[src/rtl/pipe_wport_arb.sv]
// Register-file write-port arbiter: WB writes win, mul/div results queue in an
// in-order FIFO and drain on WB-idle cycles, with hazard flags and starvation stall.
module pipe_wport_arb #(
    parameter int DEPTH      = 2,
    parameter int STARVE_MAX = 4
) (
    input  logic                     clock,
    input  logic                     reset,
    input  logic                     wb_wreg,
    input  logic [4:0]               wb_rn,
    input  logic [31:0]              wb_di,
    input  logic                     md_valid,
    input  logic [4:0]               md_rn,
    input  logic [31:0]              md_di,
    output logic                     md_ready,
    input  logic [4:0]               rs,
    input  logic [4:0]               rt,
    output logic                     wwreg,
    output logic [4:0]               wrn,
    output logic [31:0]              wdi,
    output logic                     pend_a,
    output logic                     pend_b,
    output logic                     stall_req,
    output logic [$clog2(DEPTH):0]   fifo_cnt
);
    localparam int AW = $clog2(DEPTH);
    localparam int CW = AW + 1;
    localparam logic [3:0] SMAX = 4'(STARVE_MAX);

    logic [4:0]    r_rn [DEPTH];
    logic [31:0]   r_di [DEPTH];
    logic [DEPTH-1:0] r_vld;
    logic [AW-1:0] r_head;
    logic [AW-1:0] r_tail;
    logic [CW-1:0] r_cnt;
    logic [3:0]    r_starve;

    logic w_wb_act;
    logic w_empty;
    logic w_pop;
    logic w_push;
    logic w_pend_a;
    logic w_pend_b;

    assign w_wb_act = wb_wreg & (wb_rn != '0);
    assign w_empty  = (r_cnt == '0);
    assign w_pop    = ~w_wb_act & ~w_empty;
    assign md_ready = ~reset & (r_cnt < CW'(DEPTH));
    // Zero-destination results complete the handshake but are never stored.
    assign w_push   = md_valid & md_ready & (md_rn != '0);

    always_ff @(posedge clock) begin
        if (w_push) begin
            r_rn[r_tail] <= md_rn;
            r_di[r_tail] <= md_di;
        end
    end

    always_ff @(posedge clock or posedge reset) begin
        if (reset) begin
            r_head <= '0;
            r_tail <= '0;
            r_cnt  <= '0;
            r_vld  <= '0;
        end else begin
            if (w_pop) begin
                r_head        <= r_head + AW'(1);
                r_vld[r_head] <= 1'b0;
            end
            if (w_push) begin
                r_tail        <= r_tail + AW'(1);
                r_vld[r_tail] <= 1'b1;
            end
            if (w_push && !w_pop)
                r_cnt <= r_cnt + CW'(1);
            else if (w_pop && !w_push)
                r_cnt <= r_cnt - CW'(1);
        end
    end

    always_ff @(posedge clock or posedge reset) begin
        if (reset)
            r_starve <= '0;
        else if (w_pop || w_empty)
            r_starve <= '0;
        else if (w_wb_act && r_starve != SMAX)
            r_starve <= r_starve + 4'd1;
    end

    // Selection is combinational: the regfile writes on the falling edge.
    always_comb begin
        wwreg = 1'b0;
        wrn   = '0;
        wdi   = '0;
        if (!reset) begin
            if (w_wb_act) begin
                wwreg = 1'b1;
                wrn   = wb_rn;
                wdi   = wb_di;
            end else if (!w_empty) begin
                wwreg = 1'b1;
                wrn   = r_rn[r_head];
                wdi   = r_di[r_head];
            end
        end
    end

    always_comb begin
        w_pend_a = 1'b0;
        w_pend_b = 1'b0;
        for (int unsigned i = 0; i < DEPTH; i++) begin
            if (r_vld[i] && r_rn[i] == rs) w_pend_a = 1'b1;
            if (r_vld[i] && r_rn[i] == rt) w_pend_b = 1'b1;
        end
    end

    assign pend_a    = ~reset & (rs != '0) & w_pend_a;
    assign pend_b    = ~reset & (rt != '0) & w_pend_b;
    assign stall_req = ~reset & (r_starve == SMAX);
    assign fifo_cnt  = r_cnt;

endmodule

[config.mk]
export PLATFORM = sky130hd
export DESIGN_NAME = pipe_wport_arb
export DESIGN_NICKNAME = d
export VERILOG_FILES = /design/src/rtl/pipe_wport_arb.sv
export SDC_FILE = /design/constraint.sdc
export NUM_CORES = 1
export LEC_CHECK = 0
export BUFFER_PORTS_ARGS = -buffer_cell sky130_fd_sc_hd__buf_2
export CORE_ASPECT_RATIO = 0.75
export CORE_UTILIZATION = 51
export CTS_CLUSTER_DIAMETER = 200
export DETAILED_ROUTE_END_ITERATION = 12
export GPL_ROUTABILITY_DRIVEN = 1
export PLACE_DENSITY_LB_ADDON = 0.3
export SYNTH_ARGS = -nofsm -noshare
export SYNTH_HDL_FRONTEND = slang
export SYNTH_SLANG_ARGS = --single-unit
[constraint.sdc]
create_clock -name clock -period 3.3 [get_ports clock]
set_clock_uncertainty 0.1 [all_clocks]
set_input_delay 0.495 -clock clock [delete_from_list [all_inputs] [get_ports clock]]
set_output_delay 0.495 -clock clock [all_outputs]
set_load 0.02 [all_outputs]
==> run metrics <==
outcome finished clean; Syn Inst Count 328; DRC violations left 0; hold slack 0.225 ns; # rows 27; CP Launch Type register; non-filler instance count after layout 562; Commonest cells post-synth edfxtp_1 (74), a21oi_1 (40), nand3_1 (39), nand2_1 (37), mux2_2 (35); initial core utilization 54.3%; Final Power 3.21 mW; pin count of the biggest net entering global routing 43; Pwr Density 641 nW/um^2; Die Ht 79.5 um; gr usage total 21.7%; clock sinks 84; via count 2973; layout cells sized above 1 42.3%; cell internal pwr 2.14 mW; Yosys top cell area share 54.4%; DP Wirelength 5.92 mm; clock buffer depth 2; dpl ws 0.627 ns; final wirelength 8.81 mm; first-pass GRT wire length 13.8 mm; Leak Pwr 2.03 nW; Tmin final 2.67 ns; post-synthesis instance area 4090 um^2; max_cap viols 0; Layout fillers 603; Max IR drop VDD 0.000318 V; Sw Ratio 33.5%; Post-Layout Inst Area 5010 um^2; Placed Cells 546; area delta synth->final 22.7%; register bit total from synthesis 84; CP max stage cell dfrtp_1; vias in the first global route 2862; DRT iter0 DRCs 170; H-tree levels 3; RSZ-0062 raised after global routing no; post-cts sizing count 0; Yosys cell types 32; Ports 132; syn avg cell area 12.5 um^2; worst hold path type input pin to register; main flop type after synthesis edfxtp_1; setup violators final 0; final worst slack 0.626 ns; reg2reg setup slack 0.96 ns; Final GP Congestion 0.898; path type of the worst setup path register to output port; clock-pin slew on the worst setup and hold paths 0.08 ns; core area 7530 um^2; Layout Nets 547; Gate power share 33.5%; Seq pwr share 44.4%; asr flop ratio synth 11.9%; Largest stage delay, worst path 0.45 ns; Final Max Slew Viols 0; area of placed instances 4820 um^2; Util after Layout 66.6%; Post-CTS Setup Inserts 0; Worst-Skew Late Latency 0.34 ns; Worst-Margin Slew 1.16 ns; crit path capture type output port; Die Footprint 8380 um^2; gr ovfl total 0; Final Cycle Share 81.0%; setup TNS 0 ns; crit path cell chain or2_2, buf_4, nand3_1, a21oi_1, buf_2; DR vias/cell 5.29; Post-CTS Hold Buffers 0; register area share after synthesis 60.5%; Rel. slew slack 22.7%; antenna violations before repair 0; post-synth net total 419; port buffer count 131; Sw Pwr 1.08 mW; worst path required time 2.70 ns; number of synthesized flops with an enable pin 74; Post-DRT Antenna Nets 0; top post-synthesis cells by area edfxtp_1 (54%), mux2_2 (9.6%), dfrtp_1 (6.1%); WL/cell 15.7 um; first-pass detailed-route iteration total 5; CTS Root Buffer Type clkbuf_8; synth warn 0; Fmax 0.374 GHz; Clock power frac 22.0%; ant diodes 0; leading area contributor after synthesis edfxtp_1; Die Wd 105 um; most frequent cell after synthesis edfxtp_1; Crit Path Max Fanout 20; CTS tree done; crit path DAT 2.08 ns; number of buffers created by CTS 9; Fin. Hold Viols 0
[metal layers]
metal | vias to the layer above | GRT usage (%) | wire [um]
met1 | 1404 | 27.5 | 3970
met3 | 11 | 5.14 | 474
met2 | 98 | 37.4 | 4270
met4 | 0 | 6.34 | 91
li1 | 1460 | - | -
met5 | - | 0 | 0
[state kept, by name (all words and copies together), names as in the netlist]
register,count
r_head,1
r_rn,10
r_starve,4
r_di,64
r_vld,2
r_tail,1
fifo_cnt,2
[worst max-delay path: cells and delay by family, from the launching register on]
family	cells	cell delay (ns)
buf+inv	2	0.52
compound gates	1	0.19
flops	1	0.45
simple gates	2	0.56
[layout by cell type, fill, tap and decap left out, types with 2 or more instances in the layout]
cell type / netlist / final
xnor2_1: 9 / 9
buf_12: 0 / 2
clkbuf_8: 1 / 9
a21oi_1: 40 / 40
clkinvlp_4: 0 / 3
edfxtp_1: 74 / 74
o21ai_0: 3 / 3
clkbuf_1: 12 / 2
buf_4: 1 / 4
buf_2: 0 / 131
mux2_2: 35 / 35
nand2_1: 37 / 37
xor2_1: 18 / 18
o31ai_1: 3 / 3
nand3_2: 2 / 2
nor2_1: 7 / 5
nor3_1: 4 / 4
or4_1: 3 / 3
ha_1: 3 / 3
dfrtp_1: 10 / 9
nor2_4: 0 / 2
inv_1: 5 / 5
nand3_1: 39 / 39
mux2i_1: 2 / 2
nor4_1: 4 / 4
[layout make-up]
| type | instances | area, um^2 | area share [%] |
|---|---|---|---|
| well taps | 101 | 126 | 2.52 |
| inverters | 5 | 18.8 | 0.374 |
| clock inverters | 5 | 61.3 | 1.22 |
| multi-input cells | 219 | 1480 | 29.5 |
| clock buffers | 11 | 131 | 2.62 |
| flip-flops and latches | 84 | 2470 | 49.3 |
| repair buffers | 137 | 726 | 14.5 |
[final timing paths]
kind	depth (start not counted)	start	endpoint
setup / recovery	5	fifo_cnt[0]	wrn[4]
hold / removal	1	md_di[20]	r_di[0][20]
setup reg to reg	3	fifo_cnt[1]	r_di[1][17]
hold reg to reg	1	fifo_cnt[1]	fifo_cnt[1]
max in group asynchronous	4	reset	r_head
min in group asynchronous	4	reset	r_starve[2]
[power groups by stage]
stage               Combinational [mW]  Clock, mW  Sequential [mW]
global route                      1.18      0.769             1.44
CTS                               1.09      0.722             1.43
detailed placement                1.08          0             1.45
finish                            1.08      0.707             1.43
global placement                  1.06          0             1.44
floorplan                        0.816          0             1.41
[logic make-up (layout without fill, tap and decap cells)]
kind of cell	after synthesis	in the layout	synth area share [%]
buffers and inverters	25	158	3.73
flip-flops	84	84	60.5
AND/OR/NAND/NOR	101	101	12.0
adder cells (fa/ha/maj)	3	3	0.918
AO/OA/AOI/OAI	51	51	6.95
XOR/XNOR	27	27	5.79
multiplexers	37	37	10.1
Power figures use the tool's default switching activity.
